===== src/rtl/seg7_pkg.sv =====
// Shared types and glyph constants for the seven-segment scanner.
// Glyphs are active-high and packed as {g,f,e,d,c,b,a}.
package seg7_pkg;

  typedef logic [6:0] seg_t;

  localparam seg_t SEG_0    = 7'b0111111;
  localparam seg_t SEG_1    = 7'b0000110;
  localparam seg_t SEG_2    = 7'b1011011;
  localparam seg_t SEG_3    = 7'b1001111;
  localparam seg_t SEG_4    = 7'b1100110;
  localparam seg_t SEG_5    = 7'b1101101;
  localparam seg_t SEG_6    = 7'b1111101;
  localparam seg_t SEG_7    = 7'b0000111;
  localparam seg_t SEG_8    = 7'b1111111;
  localparam seg_t SEG_9    = 7'b1101111;
  localparam seg_t SEG_DASH = 7'b1000000;
  localparam seg_t SEG_OFF  = 7'b0000000;

  typedef enum logic [1:0] {
    D0 = 2'd0,
    D1 = 2'd1,
    D2 = 2'd2,
    D3 = 2'd3
  } scan_state_t;

  // One-hot anode pattern for a scan slot, active-high.
  function automatic logic [3:0] slot_onehot(input scan_state_t s);
    logic [3:0] r;
    case (s)
      D0:      r = 4'b0001;
      D1:      r = 4'b0010;
      D2:      r = 4'b0100;
      D3:      r = 4'b1000;
      default: r = 4'b0000;
    endcase
    return r;
  endfunction

endpackage


===== src/rtl/bcd_digit_to_seg.sv =====
// Combinational BCD digit to active-high seven-segment glyph.
// Non-decimal codes decode to a single dash.
module bcd_digit_to_seg
  import seg7_pkg::*;
(
  input  logic [3:0] i_digit,
  output seg_t       o_seg
);

  // Glyph lookup.
  always_comb begin
    o_seg = SEG_DASH;
    case (i_digit)
      4'd0:    o_seg = SEG_0;
      4'd1:    o_seg = SEG_1;
      4'd2:    o_seg = SEG_2;
      4'd3:    o_seg = SEG_3;
      4'd4:    o_seg = SEG_4;
      4'd5:    o_seg = SEG_5;
      4'd6:    o_seg = SEG_6;
      4'd7:    o_seg = SEG_7;
      4'd8:    o_seg = SEG_8;
      4'd9:    o_seg = SEG_9;
      default: o_seg = SEG_DASH;
    endcase
  end

endmodule


===== src/rtl/seg7_bcd_scanner.sv =====
// Four-digit multiplexed seven-segment driver with per-frame snapshot,
// leading-zero blanking, per-digit decimal point and full blank.
module seg7_bcd_scanner
  import seg7_pkg::*;
#(
  parameter int CLK_DIV    = 100000,
  parameter bit BLANK_LZ   = 1'b1,
  parameter bit ACTIVE_LOW = 1'b1
) (
  input  logic        i_clk,
  input  logic        i_rst,
  input  logic [15:0] i_bcd,
  input  logic [3:0]  i_dp,
  input  logic        i_blank,
  output logic [3:0]  o_an,
  output logic [6:0]  o_seg,
  output logic        o_dp_n,
  output logic        o_frame_tick
);

  localparam int             CW      = (CLK_DIV > 1) ? $clog2(CLK_DIV) : 1;
  localparam logic [CW-1:0]  CNT_MAX = CW'(CLK_DIV - 1);

  logic [CW-1:0] r_cnt;
  logic          w_tick;
  scan_state_t   r_state;
  scan_state_t   w_state_next;
  logic          r_frame_tick;
  logic          r_primed;
  logic [15:0]   r_snap_bcd;
  logic [3:0]    r_snap_dp;
  logic [15:0]   w_src_bcd;
  logic [3:0]    w_src_dp;
  logic [3:0]    w_digit;
  logic          w_lz;
  logic          w_dp_bit;
  seg_t          w_glyph;
  logic [3:0]    w_an_act;
  seg_t          w_seg_act;
  logic          w_dp_act;
  logic [3:0]    r_an;
  logic [6:0]    r_seg;
  logic          r_dp_n;

  assign w_tick = (r_cnt == CNT_MAX);

  // Slot divider.
  always_ff @(posedge i_clk) begin
    if (i_rst) begin
      r_cnt <= CW'(0);
    end else if (w_tick) begin
      r_cnt <= CW'(0);
    end else begin
      r_cnt <= r_cnt + CW'(1);
    end
  end

  // Scan state register.
  always_ff @(posedge i_clk) begin
    if (i_rst) begin
      r_state <= D0;
    end else begin
      r_state <= w_state_next;
    end
  end

  // Scan next-state: advance one digit per divider tick.
  always_comb begin
    w_state_next = r_state;
    if (w_tick) begin
      case (r_state)
        D0:      w_state_next = D1;
        D1:      w_state_next = D2;
        D2:      w_state_next = D3;
        D3:      w_state_next = D0;
        default: w_state_next = D0;
      endcase
    end else begin
      w_state_next = r_state;
    end
  end

  // Frame pulse coincides with the state register taking D0 after D3.
  always_ff @(posedge i_clk) begin
    if (i_rst) begin
      r_frame_tick <= 1'b0;
    end else begin
      r_frame_tick <= w_tick && (r_state == D3);
    end
  end

  // Snapshot: primed on the first clock out of reset, then once per frame.
  always_ff @(posedge i_clk) begin
    if (i_rst) begin
      r_primed   <= 1'b0;
      r_snap_bcd <= 16'h0000;
      r_snap_dp  <= 4'b0000;
    end else if (!r_primed || (w_tick && (r_state == D3))) begin
      r_primed   <= 1'b1;
      r_snap_bcd <= i_bcd;
      r_snap_dp  <= i_dp;
    end else begin
      r_primed   <= r_primed;
      r_snap_bcd <= r_snap_bcd;
      r_snap_dp  <= r_snap_dp;
    end
  end

  // Before priming the snapshot is stale, so show the value being captured.
  always_comb begin
    w_src_bcd = r_snap_bcd;
    w_src_dp  = r_snap_dp;
    if (r_primed) begin
      w_src_bcd = r_snap_bcd;
      w_src_dp  = r_snap_dp;
    end else begin
      w_src_bcd = i_bcd;
      w_src_dp  = i_dp;
    end
  end

  // Digit select and leading-zero test for the current slot.
  always_comb begin
    w_digit  = w_src_bcd[3:0];
    w_lz     = 1'b0;
    w_dp_bit = w_src_dp[0];
    case (r_state)
      D0: begin
        w_digit  = w_src_bcd[3:0];
        w_lz     = 1'b0;
        w_dp_bit = w_src_dp[0];
      end
      D1: begin
        w_digit  = w_src_bcd[7:4];
        w_lz     = BLANK_LZ && (w_src_bcd[15:4] == 12'h000);
        w_dp_bit = w_src_dp[1];
      end
      D2: begin
        w_digit  = w_src_bcd[11:8];
        w_lz     = BLANK_LZ && (w_src_bcd[15:8] == 8'h00);
        w_dp_bit = w_src_dp[2];
      end
      D3: begin
        w_digit  = w_src_bcd[15:12];
        w_lz     = BLANK_LZ && (w_src_bcd[15:12] == 4'h0);
        w_dp_bit = w_src_dp[3];
      end
      default: begin
        w_digit  = 4'h0;
        w_lz     = 1'b0;
        w_dp_bit = 1'b0;
      end
    endcase
  end

  bcd_digit_to_seg u_dec (
    .i_digit (w_digit),
    .o_seg   (w_glyph)
  );

  // Active-high display values; a blanked digit keeps its anode only to light dp.
  always_comb begin
    w_an_act  = 4'b0000;
    w_seg_act = SEG_OFF;
    w_dp_act  = 1'b0;
    if (i_blank) begin
      w_an_act  = 4'b0000;
      w_seg_act = SEG_OFF;
      w_dp_act  = 1'b0;
    end else if (!w_lz) begin
      w_an_act  = slot_onehot(r_state);
      w_seg_act = w_glyph;
      w_dp_act  = w_dp_bit;
    end else if (w_dp_bit) begin
      w_an_act  = slot_onehot(r_state);
      w_seg_act = SEG_OFF;
      w_dp_act  = 1'b1;
    end else begin
      w_an_act  = 4'b0000;
      w_seg_act = SEG_OFF;
      w_dp_act  = 1'b0;
    end
  end

  // Output register; polarity is applied only here.
  always_ff @(posedge i_clk) begin
    if (i_rst) begin
      r_an   <= {4{ACTIVE_LOW}};
      r_seg  <= {7{ACTIVE_LOW}};
      r_dp_n <= ACTIVE_LOW;
    end else begin
      r_an   <= w_an_act ^ {4{ACTIVE_LOW}};
      r_seg  <= w_seg_act ^ {7{ACTIVE_LOW}};
      r_dp_n <= w_dp_act ^ ACTIVE_LOW;
    end
  end

  assign o_an         = r_an;
  assign o_seg        = r_seg;
  assign o_dp_n       = r_dp_n;
  assign o_frame_tick = r_frame_tick;

endmodule


===== config.mk =====
export PLATFORM = sky130hd
export DESIGN_NAME = seg7_bcd_scanner
export DESIGN_NICKNAME = d
export VERILOG_FILES = /design/src/rtl/seg7_pkg.sv /design/src/rtl/bcd_digit_to_seg.sv /design/src/rtl/seg7_bcd_scanner.sv
export SDC_FILE = /design/constraint.sdc
export NUM_CORES = 1
export LEC_CHECK = 0
export ABC_AREA = 0
export BUFFER_PORTS_ARGS = -buffer_cell sky130_fd_sc_hd__buf_2
export CAP_MARGIN = 20
export CORE_MARGIN = 3
export CORE_UTILIZATION = 45
export CTS_BUF_LIST = sky130_fd_sc_hd__clkbuf_8 sky130_fd_sc_hd__clkbuf_16
export CTS_CLUSTER_DIAMETER = 200
export DETAILED_ROUTE_END_ITERATION = 8
export HOLD_SLACK_MARGIN = 0.03
export PLACE_DENSITY_LB_ADDON = 0.25
export RECOVER_POWER = 50
export SYNTH_ARGS = -nofsm -noshare
export SYNTH_HDL_FRONTEND = slang
export SYNTH_HIERARCHICAL = 1
export SYNTH_SLANG_ARGS = --single-unit

===== constraint.sdc =====
create_clock -name i_clk -period 3.18 [get_ports i_clk]
set_input_delay 0.318 -clock i_clk [delete_from_list [all_inputs] [get_ports i_clk]]
set_output_delay 0.318 -clock i_clk [all_outputs]
set_load 0.01 [all_outputs]

==> impl_metrics.tcl, run 1 <==
set metrics [dict create \
    layout_common_cells "nand2_1 (56), dfxtp_1 (53), mux2i_1 (30), buf_2 (21), nor2_1 (19)" \
    layout_commonest_cell "nand2_1" \
    dp_hpwl_mm 4.247 \
    slew-limit-headroom_pct -4.929 \
    failed_checks "capacitance limit, slew limit" \
    layout.nets 374 \
    outcome "finished with violations" \
    grt_use_total_pct 16.43 \
    gp_congestion 0.7995 \
    skew_ps 10.62 \
    synth_cell_type_count 49 \
    die_w_um 85.01 \
    cts_setup_buffers 0 \
    pwr-share-comb_pct 13.3 \
    path_clk_slew_ps 100 \
    die-height_um 85.01 \
    syn2layout_area_growth_pct 9.443 \
    syn_nets 346 \
    antenna_found_initial 0 \
    drc 0 \
    stdcell_area_um2 3074 \
    synth_ff_type "dfxtp_1" \
    ys_ff_latch 53 \
    drt-initial-drc-count 157 \
    slew_viol_final 42 \
    clockRootBuffer "clkbuf_8" \
    route.met3.wl_um 299 \
    p_per_area_nw_per_um2 404.9 \
    grt-ovfl-total 0 \
    fin_crit_sh_pct 90.22 \
    seq_power_share_pct 57.0 \
    fin_setup_tns_ps 0 \
    worstRegToRegCells 8 \
    async_flop_share_pct 0 \
    grt_max_degree 42 \
    crit_arrival_ps 3040 \
    rsz0062_at_grt "no" \
    dieArea_um2 7226 \
    start_util_pct 46.89 \
    max_freq_mhz 348.6 \
    cts_tree "done" \
    ant_nets 0 \
    coreArea_um2 5991 \
    clockPowerShare_pct 29.7 \
    yosysTopAreaCellShare_pct 37.77 \
    synth_edf_count 0 \
    netlist_area_um2 2809 \
    rows 28 \
    drive_gt1_share_pct 16.18 \
    hp-class "input pin to register" \
    cp-end-kind "register" \
    ir_drop_v 0.0002257 \
    htreeDepth 2 \
    cap_violations 1 \
    setup_viol 0 \
    grt_pass1_wl_mm 9.749 \
    insertion_delay_ps 310 \
    netlist.top_cell.by_area "dfxtp_1" \
    vias 2220 \
    cts.path.max_buffers 2 \
    path_class "register to register" \
    placed_area_um2 3013 \
    hold_depth 3 \
    leakage_nw 1.242 \
    antenna_cells 0 \
    p_sw_w 0.0003258 \
    tightest_slew_ps 1574 \
    crit_path_max_fanout 19 \
    cts_buffers 5 \
    synth-warning-count 6 \
    wl_met2_mm 2.386 \
    hold_buffers 0 \
    swShare_pct 26.17 \
    wl_mm 5.683 \
    synthCells 311 \
    cp-start-kind "register" \
    layout_min_cycle_time_ps 2869 \
    p_int_w 0.0009189 \
    avgSynthCellArea_um2 9.032 \
    synthTopCellsByArea "dfxtp_1 (38%), mux2i_1 (11%), nand2_1 (7.5%)" \
    cts_resized 0 \
    wl_met1_mm 2.935 \
    maxUsedRoutingLayer "met4" \
    clock-sinks 53 \
    io_buffers 35 \
    grt_pass1_vias 2023 \
    drt-pass1-iter-count 4 \
    wl_per_cell_um 13.69 \
    boundaryPins 36 \
    cp_data_required_time_ps 3350 \
    seq_area_frac_synth_pct 37.77 \
    finalHoldViolCount 0 \
    routed_via_density 5.349 \
]
final cells by class:
type / count / area, um^2
clock inverter: 3 / 17.52
inverter: 11 / 41.29
multi-input combinational: 230 / 1615
fill: 600 / 2917
clock buffer: 5 / 68.82
timing repair buffer: 38 / 176.4
sequential: 53 / 1061
tap: 75 / 93.84
registers in the layout, summed over array words and instances, names as in the netlist:
register / count
o_seg: 7
o_frame_tick: 1
r_snap_dp: 4
o_dp_n: 1
r_primed: 1
o_an: 4
r_state: 2
r_cnt: 17
r_snap_bcd: 16
worst paths after layout:
path           startpoint           end  slack, ps
max              r_primed      o_seg[0]        310
min               i_dp[1]  r_snap_dp[1]        260
max reg2reg      r_primed      o_seg[0]        310
min reg2reg  r_snap_dp[1]  r_snap_dp[1]        470
cell usage after synthesis, drive strengths merged, types with 3 or more instances:
master / number
nor3: 3
a21oi: 7
nor2b: 4
o21ai: 6
buf: 9
mux2i: 30
nor4b: 3
nand3: 7
clkbuf: 8
xor2: 4
nand4: 8
o22ai: 3
and3: 4
o211ai: 3
or4: 7
nand2: 56
a222oi: 5
inv: 10
ha: 12
mux2: 16
xnor2: 7
nor4: 6
nor2: 19
dfxtp: 53
metrics by stage:
stage          hold slack, ps  setup slack, ps  total power, W  std cells  util (%)
4_1_cts                 247.1            336.6        0.001261        415     51.73
3_3_place_gp            448.7            520.7       0.0008893        407     50.29
3_5_place_dp            454.8            338.0       0.0008923        407     50.29
6_report                257.0            311.1        0.001245        415     51.32
2_1_floorplan           387.1            723.1       0.0008443        311         -
5_1_grt                 263.7            83.73        0.001304        415     51.32
power groups by stage:
stage          Clock (W)  Sequential, W  Combinational (W)
2_1_floorplan          0       0.000721           0.000123
3_3_place_gp           0       0.000725           0.000164
4_1_cts         0.000383       0.000710           0.000168
6_report        0.000370       0.000710           0.000165
5_1_grt         0.000404       0.000715           0.000185
3_5_place_dp           0       0.000725           0.000167
per-layer routing:
layer	vias to the layer above	track usage (%)
li1	1153	-
met3	5	3.301
met1	1010	24.58
met5	-	0
met2	52	23.59
met4	0	5.180
worst max-delay path: stages, from the launching register on:
cell,delay (ps)
dfxtp_1,760
buf_4,300
mux2i_1,100
mux2i_1,630
inv_1,190
ha_1,240
mux2_2,270
o22ai_1,150
nand2_1,80
kinds of logic (layout without fill, tap and decap cells):
family	after synthesis	in the layout	share of synthesized area (%)
AND/OR/NAND/NOR	127	127	22.49
flip-flops	53	53	37.77
multiplexers	46	46	17.10
AO/OA/AOI/OAI	34	34	9.043
buffers and inverters	28	57	4.810
adder cells (fa/ha/maj)	12	12	5.345
XOR/XNOR	11	11	3.430
Power figures use the tool's default switching activity.
==> inputs of run 2 (changes only) <==
SYNTH_HIERARCHICAL = not set   (was 1)
==> run 2 against run 1 <==
Critical path type unchanged. Die area fell by 4.7%. The flow now finishes without violations. Critical endpoint unchanged. Utilization rose by 1.2 points. Global-route usage rose by 0.13 points. Largest cell class unchanged. Routed wire length fell by 1.1%. Total power fell by 0.82%.
==> impl_metrics.tcl, run 2 <==
set metrics [dict create \
    grt_pass1_wl_mm 9.701 \
    fin_crit_sh_pct 81.79 \
    fin_util_pct 52.48 \
    vias 2155 \
    synth_cell_type_count 49 \
    hold_buffers 0 \
    hold_depth 3 \
    r2r_slack_ps 580 \
    r2r-end "o_seg[0]" \
    finalHoldViolCount 0 \
    setup_viol 0 \
    clockPowerShare_pct 30.1 \
    yosys-top-cells-count "dfxtp_1 (53), nor2_1 (45), mux2i_1 (27)" \
    cts_buffers 5 \
    synthCells 289 \
    gp_congestion 0.8510 \
    syn_nets 323 \
    top_register "r_cnt" \
    synthTopCellsByArea "dfxtp_1 (40%), mux2i_1 (10%), nor2_1 (6.3%)" \
    drive_gt1_share_pct 14.86 \
    antenna_found_initial 0 \
    cts.path.max_buffers 2 \
    seq_area_frac_synth_pct 39.79 \
    layout_min_cycle_time_ps 2601 \
    cp-start-kind "register" \
    dpl_worst_slack_ps 632.8 \
    layout_setup_ws_ps 579.1 \
    die-height_um 82.98 \
    cts_setup_buffers 0 \
    fillCellCount 555 \
    worstRegToRegCells 9 \
    htreeDepth 2 \
    dp_hpwl_mm 4.201 \
    start_util_pct 47.55 \
    yosysTopAreaCellShare_pct 39.79 \
    crit_top_cell "ha_1" \
    hp-class "input pin to register" \
    netlist_area_um2 2666 \
    p_int_w 0.0009130 \
    p_per_area_nw_per_um2 419.5 \
    reg2reg_from "r_state[0]" \
    outcome "complete, no violations" \
    leakage_nw 1.180 \
    antenna_cells 0 \
    cp_data_required_time_ps 3340 \
    grt_pass1_vias 2114 \
    holdPathEnd "r_snap_dp[1]" \
    ys_ff_latch 53 \
    avgSynthCellArea_um2 9.226 \
    slew-limit-headroom_pct 17.97 \
    slew_viol_final 0 \
    wl_mm 5.619 \
    cts_resized 0 \
    hold_start "i_dp[1]" \
    rsz0062_at_grt "no" \
    grt_use_total_pct 16.56 \
    crit_path_max_fanout 10 \
    ant_nets 0 \
    insertion_delay_ps 300 \
    grt-ovfl-total 0 \
    seq_power_share_pct 57.2 \
    coreArea_um2 5608 \
    synth_edf_count 0 \
    synth_most_common_cell "dfxtp_1" \
    tightest_slew_ps 1230 \
    p_sw_w 0.0003215 \
    io_buffers 35 \
    synth-warning-count 0 \
    layout_common_cells "dfxtp_1 (53), nor2_1 (45), mux2i_1 (27), buf_2 (21)" \
    grt_max_degree 28 \
    skew_ps 6.380 \
    rows 27 \
    layout.nets 356 \
    crit_arrival_ps 2760 \
    layout_commonest_cell "dfxtp_1" \
    path_cells "ha_1 -> a222oi_1 -> mux2i_1 -> inv_1 -> ha_1 -> a211oi_1 -> a2bb2oi_1 -> a21oi_1 -> o21ai_0" \
    pwr-share-comb_pct 12.7 \
    cts_tree "done" \
    routed_via_density 5.456 \
    dieArea_um2 6885 \
    netlist.top_cell.by_area "dfxtp_1" \
    boundaryPins 36 \
    drt-pass1-iter-count 4 \
    ir_drop_v 0.0002635 \
    cap_violations 0 \
    path_clk_slew_ps 90 \
    syn2layout_area_growth_pct 10.37 \
    clock-sinks 53 \
    die_w_um 82.98 \
    slowest_stage "mux2i_1" \
    swShare_pct 26.04 \
    clockRootBuffer "clkbuf_8" \
    synth_ff_type "dfxtp_1" \
    drt-initial-drc-count 102 \
    wl_per_cell_um 14.23 \
    largest_reg_flops 17 \
    max_freq_mhz 384.5 \
    async_flop_share_pct 0 \
    path_class "register to register" \
    drc 0 \
    slowest_delay_ps 440 \
    fin_setup_tns_ps 0 \
    cp-end-kind "register" \
]
## run 2: changes by cell type after synthesis, moves of 3 or more
cell / previous run / this run
xor2_1: 4 / 7
o21ai_0: 5 / 11
nand3_1: 7 / 12
nand2_1: 56 / 14
o22ai_1: 3 / 0
nand4_1: 8 / 3
a21oi_1: 7 / 11
buf_2: 5 / 1
or4_1: 6 / 1
nor2_1: 19 / 45
mux2i_1: 30 / 27
## run 2: metrics by stage
stage,std cells,hold slack [ps],area [um^2],total power (W)
6_report,395,252.1,2943,0.001235
3_5_place_dp,387,438.2,2884,0.0008816
5_1_grt,395,258.6,2943,0.001295
3_3_place_gp,387,431.0,2884,0.0008788
2_1_floorplan,289,417.5,2666,0.0008316
4_1_cts,395,247.5,2970,0.001254
## run 2: worst max path at each step
| stage | start | to |
|---|---|---|
| after floorplan | r_state[1] | o_seg[0] |
| after global placement | r_primed | o_seg[3] |
| after detailed placement | r_state[0] | o_seg[0] |
| after CTS | r_state[0] | o_seg[0] |
| after global routing | r_state[0] | o_seg[0] |
| final | r_state[0] | o_seg[0] |
## run 2: logic make-up (layout without fill, tap and decap cells)
kind of cell	after synthesis	after routing	share of synthesized area, %
XOR/XNOR	15	15	4.927
multiplexers	42	42	16.47
flip-flops	53	53	39.79
AO/OA/AOI/OAI	46	46	11.50
AND/OR/NAND/NOR	98	98	17.55
adder cells (fa/ha/maj)	11	11	5.162
buffers and inverters	24	58	4.598
## run 2: layer usage
metal  up-vias  track usage [%]  part of all wire [%]
li1       1095                -                     -
met1      1014            21.02                    47
met2        35            27.99                    48
met3        11            4.266                   4.1
met4         0            4.160                   1.4
met5         -                0                     0
## run 2: layout make-up
class	instances	area, um^2	area share [%]
Clock buffer	5	68.82	2.338
Clock inverter	3	17.52	0.5952
Inverter	10	37.54	1.276
Multi-Input combinational cell	212	1476	50.17
Sequential cell	53	1061	36.05
Tap cell	72	90.09	3.061
Timing Repair Buffer	40	191.4	6.505
## run 2: critical path: cells and delay by family (launching register included)
| kind | cells | cell delay [ps] |
|---|---|---|
| AOI/OAI and AO/OA | 5 | 760 |
| DFF | 1 | 430 |
| buffers and inverters | 1 | 170 |
| adders and majority gates | 2 | 660 |
| muxes | 1 | 440 |
## run 2: power by group through the flow
stage               Sequential [W]  Combinational, W  Clock [W]
detailed placement        0.000721          0.000160          0
CTS                       0.000706          0.000161   0.000387
finish                    0.000706          0.000157   0.000372
global placement          0.000720          0.000159          0
global route              0.000710          0.000176   0.000408
floorplan                 0.000720          0.000112          0
